===== config.mk =====
export PLATFORM = sky130hd
export DESIGN_NAME = pipe_stage_skid
export DESIGN_NICKNAME = d
export VERILOG_FILES = /design/src/rtl/pipe_stage_skid.sv
export SDC_FILE = /design/constraint.sdc
export NUM_CORES = 1
export LEC_CHECK = 0
export CAP_MARGIN = 5
export CORE_ASPECT_RATIO = 1.1
export CORE_UTILIZATION = 40
export CTS_CLUSTER_DIAMETER = 200
export DETAILED_ROUTE_END_ITERATION = 12
export GPL_TIMING_DRIVEN = 0
export HOLD_SLACK_MARGIN = 0.1
export PLACE_DENSITY = 0.65
export SLEW_MARGIN = 15
export SYNTH_ARGS = -nofsm -noshare
export SYNTH_HDL_FRONTEND = slang
export SYNTH_SLANG_ARGS = --single-unit

===== constraint.sdc =====
create_clock -name clk -period 27.7 [get_ports clk]
set_input_delay 5.54 -clock clk [delete_from_list [all_inputs] [get_ports clk]]
set_output_delay 5.54 -clock clk [all_outputs]
set_load 0.005 [all_outputs]

===== src/rtl/pipe_stage_skid.sv =====
// Elastic pipeline register between two stages: valid/ready handshake, flush and bubble masking.
// SKID=1 uses a two-entry skid buffer so in_ready is a flop; SKID=0 is a single register.
module pipe_stage_skid #(
  parameter int DATA_W     = 149,
  parameter int CTRL_W     = 9,
  parameter int SKID       = 1,
  parameter int FLUSH_DATA = 0
) (
  input  logic              clk,
  input  logic              rst,
  input  logic              in_valid,
  output logic              in_ready,
  input  logic [DATA_W-1:0] in_data,
  input  logic [CTRL_W-1:0] in_ctrl,
  input  logic              flush,
  output logic              out_valid,
  input  logic              out_ready,
  output logic [DATA_W-1:0] out_data,
  output logic [CTRL_W-1:0] out_ctrl,
  output logic [1:0]        occupancy
);

  typedef enum logic [1:0] {EMPTY = 2'd0, ONE = 2'd1, TWO = 2'd2} state_t;

  generate
    if (SKID != 0) begin : g_skid
      state_t            state, state_n;
      logic              rdy_q;
      logic [DATA_W-1:0] head_data, skid_data;
      logic [CTRL_W-1:0] head_ctrl, skid_ctrl;
      logic              push, pop, load_head, load_skid, shift;

      assign push = in_valid & rdy_q;
      assign pop  = (state != EMPTY) & out_ready;

      always_comb begin
        state_n   = state;
        load_head = 1'b0;
        load_skid = 1'b0;
        shift     = 1'b0;
        case (state)
          EMPTY: if (push) begin
            state_n   = ONE;
            load_head = 1'b1;
          end
          ONE: begin
            if (push && !pop) begin
              state_n   = TWO;
              load_skid = 1'b1;
            end else if (pop && !push) begin
              state_n = EMPTY;
            end else if (push && pop) begin
              load_head = 1'b1;
            end
          end
          TWO: if (pop) begin
            state_n = ONE;
            shift   = 1'b1;
          end
          default: state_n = EMPTY;
        endcase
        // Flush overrides everything, including a push presented in the same cycle.
        if (flush) begin
          state_n   = EMPTY;
          load_head = 1'b0;
          load_skid = 1'b0;
          shift     = 1'b0;
        end
      end

      always_ff @(posedge clk or posedge rst) begin
        if (rst) begin
          state <= EMPTY;
          rdy_q <= 1'b1;
        end else begin
          state <= state_n;
          rdy_q <= (state_n != TWO);
        end
      end

      always_ff @(posedge clk or posedge rst) begin
        if (rst) begin
          head_data <= '0;
          head_ctrl <= '0;
          skid_data <= '0;
          skid_ctrl <= '0;
        end else if (flush) begin
          head_ctrl <= '0;
          skid_ctrl <= '0;
          if (FLUSH_DATA != 0) begin
            head_data <= '0;
            skid_data <= '0;
          end
        end else begin
          if (load_head) begin
            head_data <= in_data;
            head_ctrl <= in_ctrl;
          end
          if (load_skid) begin
            skid_data <= in_data;
            skid_ctrl <= in_ctrl;
          end
          if (shift) begin
            head_data <= skid_data;
            head_ctrl <= skid_ctrl;
          end
        end
      end

      assign in_ready  = rdy_q;
      assign out_valid = (state != EMPTY);
      assign out_data  = head_data;
      assign out_ctrl  = (state != EMPTY) ? head_ctrl : '0;
      assign occupancy = (state == TWO) ? 2'd2 : ((state == ONE) ? 2'd1 : 2'd0);
    end else begin : g_single
      logic              valid_q;
      logic [DATA_W-1:0] head_data;
      logic [CTRL_W-1:0] head_ctrl;
      logic              push, pop;

      assign in_ready = ~valid_q | out_ready;
      assign push     = in_valid & in_ready;
      assign pop      = valid_q & out_ready;

      // A push together with a pop simply overwrites the head, giving one entry per cycle.
      always_ff @(posedge clk or posedge rst) begin
        if (rst) begin
          valid_q   <= 1'b0;
          head_data <= '0;
          head_ctrl <= '0;
        end else if (flush) begin
          valid_q   <= 1'b0;
          head_ctrl <= '0;
          if (FLUSH_DATA != 0) head_data <= '0;
        end else if (push) begin
          valid_q   <= 1'b1;
          head_data <= in_data;
          head_ctrl <= in_ctrl;
        end else if (pop) begin
          valid_q <= 1'b0;
        end
      end

      assign out_valid = valid_q;
      assign out_data  = head_data;
      assign out_ctrl  = valid_q ? head_ctrl : '0;
      assign occupancy = {1'b0, valid_q};
    end
  endgenerate

endmodule


==> results of run 1 <==
-- flip-flops by register name, summed over array words and instances, names as in the netlist --
signal            count
in_ready              1
out_data            149
g_skid.skid_ctrl      9
g_skid.state          2
g_skid.skid_data    149
g_skid.head_ctrl      9
-- cell usage after synthesis --
cell type | count | area, µm²
buf_6 | 2 | 22.52
mux2_1 | 100 | 1126
a41oi_4 | 1 | 27.53
nor2b_1 | 11 | 68.82
buf_2 | 23 | 115.1
clkbuf_4 | 6 | 45.04
nor3_1 | 2 | 10.01
dfstp_2 | 1 | 26.28
nor4_2 | 1 | 12.51
a21oi_1 | 1 | 5.000
o2bb2ai_1 | 9 | 78.83
nand2b_1 | 1 | 6.260
dfrtp_1 | 318 | 7958
mux2_2 | 49 | 551.8
nor2_1 | 6 | 22.52
buf_4 | 23 | 172.7
o21ai_1 | 139 | 695.7
a22o_1 | 9 | 78.83
inv_1 | 4 | 15.01
o2bb2a_1 | 1 | 10.01
a311oi_1 | 1 | 8.760
nand2_1 | 151 | 566.8
o21ai_0 | 11 | 55.05
clkbuf_1 | 16 | 60.06
nor4bb_1 | 1 | 10.01
mux2i_1 | 159 | 1592
-- path summary, 6_finish.rpt --
path / from / endpoint / cells after the start
worst min register to register: out_data[140] / out_data[140] / 2
worst max-delay path: out_ready / g_skid.skid_data[113] / 6
worst min-delay path: out_data[140] / out_data[140] / 2
min in group asynchronous: rst / g_skid.head_ctrl[7] / 2
max in group asynchronous: rst / g_skid.skid_data[25] / 4
worst max register to register: in_ready / g_skid.skid_data[113] / 5
-- routing by layer --
metal  up-vias  share of wire  global-route usage  routed length, µm
li1       4380              -                   -                  -
met1      4600           0.43              0.2634              14680
met2       260           0.46              0.3233              15920
met3        55          0.083             0.06584               2850
met4         4          0.025             0.05604                865
met5         -        0.00073                   0                 25
-- cell type report --
class                           instances  area, µm²  area share
Sequential cell                       319       7984      0.4343
Tap cell                              426      533.0     0.02900
Inverter                                4      22.52    0.001225
Timing Repair Buffer                  326       3316      0.1804
Clock inverter                          9      120.1    0.006534
Antenna cell                            4      10.01   0.0005445
Multi-Input combinational cell        653       4932      0.2683
Clock buffer                           54       1050     0.05711
Buffer                                 70      415.4     0.02260
-- worst reg2reg max path: cells and delay by family, from the launching register on --
| kind | cells | cell delay, ns |
|---|---|---|
| buffers and inverters | 2 | 0.79 |
| flip-flops | 1 | 0.56 |
| multiplexers | 1 | 0.35 |
| AND/OR/NAND/NOR | 2 | 0.97 |
-- through the flow --
stage	power, mW	util	instances	worst slack, ns	instance area, µm²
detailed placement	0.9021	0.5285	1798	19.22	17200
global placement	0.8911	0.5256	1795	8.960	17110
finish	1.363	0.5648	1865	19.88	18380
CTS	1.383	0.5645	1861	19.74	18370
floorplan	0.7444	-	1046	13.33	13340
global route	1.436	0.5646	1862	19.71	18380
-- power by group through the flow --
| stage | logic [mW] | registers [mW] | clock network (mW) |
|---|---|---|---|
| after floorplan | 0.112 | 0.632 | 0 |
| after global placement | 0.256 | 0.636 | 0 |
| after detailed placement | 0.263 | 0.639 | 0 |
| after CTS | 0.264 | 0.632 | 0.487 |
| after global routing | 0.285 | 0.646 | 0.505 |
| final | 0.259 | 0.631 | 0.473 |
-- logic make-up after synthesis --
group / share of synthesized area
DFF: 0.5985
muxes: 0.2451
and+or+nand+nor: 0.05224
AOI/OAI and AO/OA: 0.07194
buffers and inverters: 0.03226
==> summary.txt, run 1 <==
Via count: 9299
Leak: 7.708 nW
Number of setup buffers added after CTS: 0
Critical Path RT: 28.08 ns
Startpoint Class: primary input
Area Overhead vs Synth: 37.80%
Sequential share of the synthesized area: 0.5985
Worst-skew pair later-pin latency: 0.51 ns
Fillers: 2821
Max_cap viols: 0
Starting Density: 0.4099
Clock Path Buffers: 3
FMAX: 128.0 MHz
Worst stage delay on the critical path: 0.74 ns
Sw Pwr: 338.2 µW
CTS resizes: 0
YS warnings: 0
Post-DRT Antenna Nets: 0
CTS clk-pin slew, worst paths: 0.06 ns
Post-DP HPWL: 24220 µm
Crit path cell chain: clkdlybuf4s50_1 > nand2b_1 > nor4_2 > buf_2 > buf_4 > mux2_1
Antenna violations before repair: 6
Final WL: 34340 µm
Nets@finish: 1573
Clock root buffer: clkbuf_16
Routed WL per cell: 18.41 µm
WHS: 0.4763 ns
Slew HR: 0.3620
CTS Sinks: 319
Internal power: 1.025 mW
Hold_buf cts: 0
Number of buffer and inverter stages on the critical path: 3
Mapped Cells: 1046
Worst Clk Skew: 0.01172 ns
Die area: 34090 µm²
Critical path type: in -> reg
Clk pwr share: 0.347
DRT iter0 DRCs: 370
TNS Setup: 0 ns
Slew @ Worst Pin: 0.9492 ns
CP top delay family: buffers and inverters
Synth Register Bits: 319
CTS tree: yes
Drt pass-1 iters: 4
Final Setup Violations: 0
CP endpoint kind: flop
Final worst-path cycle share: 0.2822
Unique masters post-synth: 26
Comb power frac: 0.190
Number of global-route vias before repair: 9616
GRT Total Usage: 0.2028
Die height: 193.5 µm
IO Count: 325
Mapped Area: 13340 µm²
Largest fanout on the critical path: 10
Routability cong.: 0.7860
Largest net degree at the start of global routing: 100
Synth Net Count: 1209
Tmin final: 7.816 ns
Grt ovf: 0
Die W: 176.1 µm
Vias per inst: 4.986
Mean Syn Cell Area: 12.75 µm²
Most frequent cells in the layout: clkdlybuf4s50_1 (323), dfrtp_1 (318), mux2i_1 (159)
Buffers on Ports: 323
Most common cell after layout, fill and taps aside: clkdlybuf4s50_1
# DRC: 0
Sw Share: 0.2480
Outcome: finished, final reports clean
Slew Limit Fails: 0
Worst path arrival time: 8.20 ns
Depth of the CTS H-tree: 2
Global-route wire length before repair: 54500 µm
CP max-delay cell: nor4_2
Layout cells sized above 1: 0.1136
Maximum VDD drop: 0.04713 mV
Worst Hold Class: reg -> reg
RSZ-0062 raised after global routing: false
Final hold vios: 0
Sequential power share: 0.463
TritonCTS Buffers: 36
Core region area: 32550 µm²
R2r setup slk: 24.92 ns
P per Cell Area: 74.17 nW/µm²
FP Rows: 69
No activity file was read; power rests on OpenSTA's default activity.
==> run 2, diff against run 1 <==
==> constraint.sdc (replaced) <==
create_clock -name clk -period 7.8 [get_ports clk]
set_input_delay 1.56 -clock clk [delete_from_list [all_inputs] [get_ports clk]]
set_output_delay 1.56 -clock clk [all_outputs]
set_load 0.005 [all_outputs]
==> run 2 against run 1 <==
Sequential share of layout area down 0.22 points. Sequential power grew to 3.5 times the previous value. Worst hold slack improved by 0.0013 ns. Register-to-register slack lost 20 ns. Clock skew rose by 0.0011 ns. Utilization is 0.28 points higher. Die area did not move. Clock-buffer cell count increased by 1. Non-clock buffer count is 7 higher. Clock power grew to 3.5 times the previous value. Via count decreased by 0.17%.
==> summary.txt, run 2 (synthesized netlist as in run 1, its figures left out) <==
Nets@finish: 1579 (+0.38%)
Crit path launch: g_skid.state[1]
Final hold vios: 0 (unchanged)
Comb power frac: 0.193 (+0.003)
Crit path cell chain: buf_2 > nor2_1 > nor2b_1 > clkdlybuf4s50_1
P per Cell Area: 260.3 nW/µm² (+250%)
Final Setup Violations: 0 (unchanged)
IO Count: 325 (unchanged)
Clock Path Buffers: 3 (unchanged)
Core region area: 32550 µm² (unchanged)
Depth of the CTS H-tree: 2 (unchanged)
Most frequent cells in the layout: clkdlybuf4s50_1 (323), dfrtp_1 (318), mux2i_1 (159)
Grt ovf: 0 (unchanged)
Post-DRT Antenna Nets: 0 (unchanged)
DP Worst Slack: 3.357 ns (-15.86 ns)
Via count: 9283 (-0.17%)
Leak: 7.751 nW (+0.56%)
FP Rows: 69 (unchanged)
Sw Pwr: 1.203 mW (+260%)
Vias per inst: 4.969 (-0.33%)
Worst path arrival time: 2.28 ns (-5.92 ns)
Sw Share: 0.2502 (+0.002191)
Buffers on Ports: 323 (unchanged)
# DRC: 0 (unchanged)
CTS clk-pin slew, worst paths: 0.06 ns (about the same)
Internal power: 3.605 mW (+250%)
Die W: 176.1 µm (unchanged)
Area Overhead vs Synth: 38.49%
Placed cell count: 1805 (+0.39%)
TritonCTS Buffers: 35 (-2.8%)
Final Non-Filler Cells: 1868 (+0.16%)
RSZ-0062 raised after global routing: false
Critical Path RT: 6.24 ns (-21.84 ns)
CP max-delay cell: nor2_1
Hold wc startpoint: out_data[137]
Antenna violations before repair: 3 (-3)
Layout cells sized above 1: 0.1202 (+0.006634)
Worst-skew pair later-pin latency: 0.51 ns (about the same)
Max_cap viols: 0 (unchanged)
Outcome: finished, final reports clean
GRT Total Usage: 0.2056 (+0.002734)
Number of global-route vias before repair: 9796 (+1.9%)
Worst stage delay on the critical path: 0.59 ns (-0.15 ns)
Die area: 34090 µm² (unchanged)
Slew @ Worst Pin: 0.8899 ns (-0.05927 ns)
Largest net degree at the start of global routing: 36 (-64%)
Routability cong.: 0.7841 (-0.24%)
Tmin final: 3.839 ns
Critical path type: reg -> out
Startpoint Class: flop
Number of setup buffers added after CTS: 0 (unchanged)
Starting Density: 0.4099 (unchanged)
Hold_buf cts: 0 (unchanged)
Post-DP HPWL: 24960 µm (+3.0%)
Slew Limit Fails: 0 (unchanged)
Worst Hold Class: reg -> reg
Final WL: 34610 µm (+0.78%)
Number of buffer and inverter stages on the critical path: 2 (-1)
Global-route wire length before repair: 54890 µm (+0.71%)
Worst Clk Skew: 0.01281 ns (+0.001092 ns)
Sequential power share: 0.467 (+0.004)
Routed WL per cell: 18.53 µm (+0.62%)
CTS tree: yes
WHS: 0.4776 ns (+0.001303 ns)
Critical register-to-register path startpoint: in_ready
CP top delay family: simple AND/OR/NAND/NOR gates
FMAX: 260.5 MHz
Fin worst setup slack: 3.961 ns (-15.92 ns)
Die height: 193.5 µm (unchanged)
DRT iter0 DRCs: 334 (-9.7%)
Largest fanout on the critical path: 10 (unchanged)
CTS resizes: 0 (unchanged)
CP endpoint kind: output pin
CTS Sinks: 319 (unchanged)
Maximum VDD drop: 0.1593 mV (+240%)
Drt pass-1 iters: 4 (unchanged)
Clk pwr share: 0.340 (-0.007)
Clock root buffer: clkbuf_16
Final worst-path cycle share: 0.4922
Most common cell after layout, fill and taps aside: clkdlybuf4s50_1
Slew HR: 0.4018 (+0.03984)
==> run 2: final timing paths <==
path | to | slack, ns | cells after the start
min | out_data[137] | 0.48 | 2
min in group asynchronous | out_data[4] | 1.35 | 2
max in group asynchronous | g_skid.skid_data[116] | 5.29 | 6
max reg2reg | g_skid.skid_data[132] | 5.12 | 5
max | out_ctrl[1] | 3.96 | 4
min reg2reg | out_data[137] | 0.48 | 2
==> run 2: cell type report <==
cell class | instances | area, µm²
diodes | 3 | 7.507
inverters | 4 | 18.77
plain buffers | 70 | 415.4
well taps | 426 | 533.0
clock inverters | 5 | 27.53
multi-input cells | 653 | 4932
repair buffers | 333 | 3433
flip-flops and latches | 319 | 7984
fillers | 2783 | 14070
clock buffers | 55 | 1124
==> run 2: layer usage <==
layer | track usage | up-vias | share of wire
met1 | 0.2600 | 4602 | 0.42
met2 | 0.3386 | 238 | 0.48
met3 | 0.06250 | 54 | 0.081
li1 | - | 4387 | -
met4 | 0.05668 | 2 | 0.020
met5 | 0 | - | 0.00038
==> run 2: tightest hold or removal path, stage by stage, from the launching register on <==
cell,delay (ns)
dfrtp_1,0.34
nand2_1,0.04
o21ai_0,0.06
==> run 2: per-stage QoR <==
step           setup TNS [ns]  instance area [µm²]    util  total power [mW]
2_1_floorplan               0                13340       -             2.644
3_3_place_gp          -148.81                17110  0.5257             3.164
3_5_place_dp                0                17320  0.5320             3.217
4_1_cts                     0                18470  0.5674             4.872
5_1_grt                     0                18470  0.5676             5.061
6_report                    0                18480  0.5676             4.808
==> run 2: power groups by stage <==
| stage | registers [mW] | clock network [mW] | logic, mW |
|---|---|---|---|
| after global placement | 2.26 | 0 | 0.907 |
| after floorplan | 2.25 | 0 | 0.399 |
| after CTS | 2.25 | 1.68 | 0.946 |
| final | 2.24 | 1.64 | 0.927 |
| after detailed placement | 2.27 | 0 | 0.943 |
| after global routing | 2.30 | 1.74 | 1.02 |
==> run 3, diff against run 2 <==
--- a/config.mk
+++ b/config.mk
@@ -12,7 +12,7 @@
 export DETAILED_ROUTE_END_ITERATION = 12
 export GPL_TIMING_DRIVEN = 0
 export HOLD_SLACK_MARGIN = 0.1
-export PLACE_DENSITY = 0.65
+export PLACE_DENSITY = 0.67
 export SLEW_MARGIN = 15
 export SYNTH_ARGS = -nofsm -noshare
 export SYNTH_HDL_FRONTEND = slang
==> constraint.sdc (replaced) <==
create_clock -name clk -period 3.5 [get_ports clk]
set_input_delay 0.7 -clock clk [delete_from_list [all_inputs] [get_ports clk]]
set_output_delay 0.7 -clock clk [all_outputs]
set_load 0.005 [all_outputs]
==> run 3 against run 2 <==
Register-to-register slack got worse by 4.3 ns. Clock-buffer cell count fell by 1. Wire length fell by 0.39%. Clock power rose by 140%. Setup slack got worse by 3.4 ns. First-iteration DRC count fell by 4.8%. Highest routed layer unchanged.
==> summary.txt, run 3 (synthesized netlist as in run 1, its figures left out) <==
WHS: 0.4763 ns (-0.001310 ns)
Grt ovf: 0 (unchanged)
Via count: 9376 (+1.0%)
Starting Density: 0.4099 (unchanged)
Placed cell count: 1805 (unchanged)
CTS clk-pin slew, worst paths: 0.06 ns (about the same)
Slew Limit Fails: 0 (unchanged)
Most frequent cells in the layout: clkdlybuf4s50_1 (323), dfrtp_1 (318), mux2i_1 (159)
Area Overhead vs Synth: 39.34%
Outcome: finished, final reports clean
Number of buffer and inverter stages on the critical path: 2 (unchanged)
Buffers on Ports: 323 (unchanged)
Clock root buffer: clkbuf_16
Worst-skew pair later-pin latency: 0.50 ns (about the same)
Final Setup Violations: 0 (unchanged)
Clock Path Buffers: 3 (unchanged)
Most common cell after layout, fill and taps aside: clkdlybuf4s50_1
Leak: 7.799 nW (+0.62%)
Slew HR: 0.4444 (+0.04259)
IO Count: 325 (unchanged)
Post-DP HPWL: 24850 µm (-0.46%)
DRT iter0 DRCs: 318 (-4.8%)
Antenna violations before repair: 4 (+1)
Worst stage delay on the critical path: 0.53 ns (-0.06 ns)
Critical path type: reg -> out
Die area: 34090 µm² (unchanged)
Hold_buf cts: 0 (unchanged)
Maximum VDD drop: 0.3518 mV (+120%)
Routability cong.: 0.7817 (-0.31%)
Startpoint Class: flop
GRT Total Usage: 0.2045 (-0.001005)
CP endpoint kind: output pin
CP max-delay cell: nor2_1
TritonCTS Buffers: 37 (+5.7%)
CTS Sinks: 319 (unchanged)
Routed met1 length: 14190 µm (-2.4%)
Routed WL per cell: 18.41 µm (-0.66%)
Fillers: 2757 (-0.93%)
Crit path cell chain: buf_2 > nor2_1 > nor2b_1 > clkdlybuf4s50_1
Final WL: 34480 µm (-0.39%)
FMAX: 342.9 MHz
Largest net degree at the start of global routing: 36 (unchanged)
Depth of the CTS H-tree: 2 (unchanged)
CP top delay family: simple AND/OR/NAND/NOR gates
P per Cell Area: 592.2 nW/µm² (+130%)
Vias per inst: 5.006 (+0.73%)
FP Rows: 69 (unchanged)
Largest fanout on the critical path: 10 (unchanged)
RSZ-0062 raised after global routing: false
# DRC: 0 (unchanged)
Layout cells sized above 1: 0.1226 (+0.002354)
Drt pass-1 iters: 4 (unchanged)
Final worst-path cycle share: 0.8332
CTS tree: yes
Global-route wire length before repair: 54840 µm (about the same)
Worst Hold Class: reg -> reg
Max Used Layer: met5
Worst path arrival time: 2.22 ns (-0.06 ns)
Die W: 176.1 µm (unchanged)
Nets@finish: 1581 (+0.13%)
Critical Path RT: 2.80 ns (-3.44 ns)
Post-DRT Antenna Nets: 0 (unchanged)
Number of setup buffers added after CTS: 0 (unchanged)
Final Non-Filler Cells: 1873 (+0.27%)
CTS resizes: 0 (unchanged)
Core region area: 32550 µm² (unchanged)
Slew @ Worst Pin: 0.8265 ns (-0.06337 ns)
Final hold vios: 0 (unchanged)
Tmin final: 2.916 ns
Number of global-route vias before repair: 9770 (-0.27%)
Max_cap viols: 0 (unchanged)
DR WL met2: 16530 µm (-0.19%)
Worst Clk Skew: 0.008583 ns (-0.004226 ns)
Met3 wire length: 2923 µm (+4.2%)
Die height: 193.5 µm (unchanged)
[run 3: cell count changes in the layout (fill, tap and decap cells not counted)]
cell / before / now
inv_6: 0 / 1
clkinvlp_4: 2 / 3
clkbuf_8: 13 / 11
bufinv_16: 0 / 4
clkbuf_1: 21 / 22
[run 3: through the flow]
stage / util / setup slack, ns / cell area, µm² / setup TNS, ns / power, mW
finish: 0.5711 / 0.5838 / 18590 / 0 / 11.01
detailed placement: 0.5320 / -0.01808 / 17320 / -0.08044 / 7.163
global route: 0.5710 / 0.4160 / 18590 / 0 / 11.59
global placement: 0.5257 / -3.894 / 17110 / -1230.65 / 7.048
floorplan: - / -1.452 / 13340 / -462.04 / 5.893
CTS: 0.5709 / 0.5093 / 18580 / 0 / 11.16
[run 3: final cells by class]
class / count / area [µm²] / area share
Inverter: 4 / 18.77 / 0.001010
Multi-Input combinational cell: 653 / 4932 / 0.2653
Timing Repair Buffer: 333 / 3433 / 0.1847
Buffer: 70 / 415.4 / 0.02235
Clock inverter: 11 / 163.9 / 0.008818
Tap cell: 426 / 533.0 / 0.02868
Sequential cell: 319 / 7984 / 0.4295
Antenna cell: 3 / 7.507 / 0.0004039
Clock buffer: 54 / 1100 / 0.05917
[run 3: where the power goes]
| group | internal, mW | total [mW] | switching (mW) |
|---|---|---|---|
| registers | 4.56 | 5.01 | 0.445 |
| logic | 1.28 | 2.06 | 0.785 |
| clock network | 2.47 | 3.94 | 1.47 |
[run 3: metal layers]
| metal | global-route usage | vias up |
|---|---|---|
| met5 | 0 | - |
| met4 | 0.05829 | 2 |
| met3 | 0.07017 | 51 |
| met2 | 0.3367 | 245 |
| met1 | 0.2529 | 4683 |
| li1 | - | 4395 |
[run 3: final timing paths]
path                                 start  slack [ns]  depth (start not counted)                   to
min in group asynchronous              rst        0.57                          2  g_skid.head_ctrl[1]
setup reg to reg                  in_ready        0.85                          5  g_skid.skid_data[4]
hold / removal               out_data[135]        0.48                          2        out_data[135]
setup / recovery           g_skid.state[1]        0.58                          4          out_ctrl[6]
hold reg to reg              out_data[135]        0.48                          2        out_data[135]
max in group asynchronous              rst        1.68                          6         out_data[56]
[run 3: tightest hold or removal path, cell delays in order (launching register included)]
cell	delay, ns
dfrtp_1	0.34
nand2_1	0.05
o21ai_0	0.06
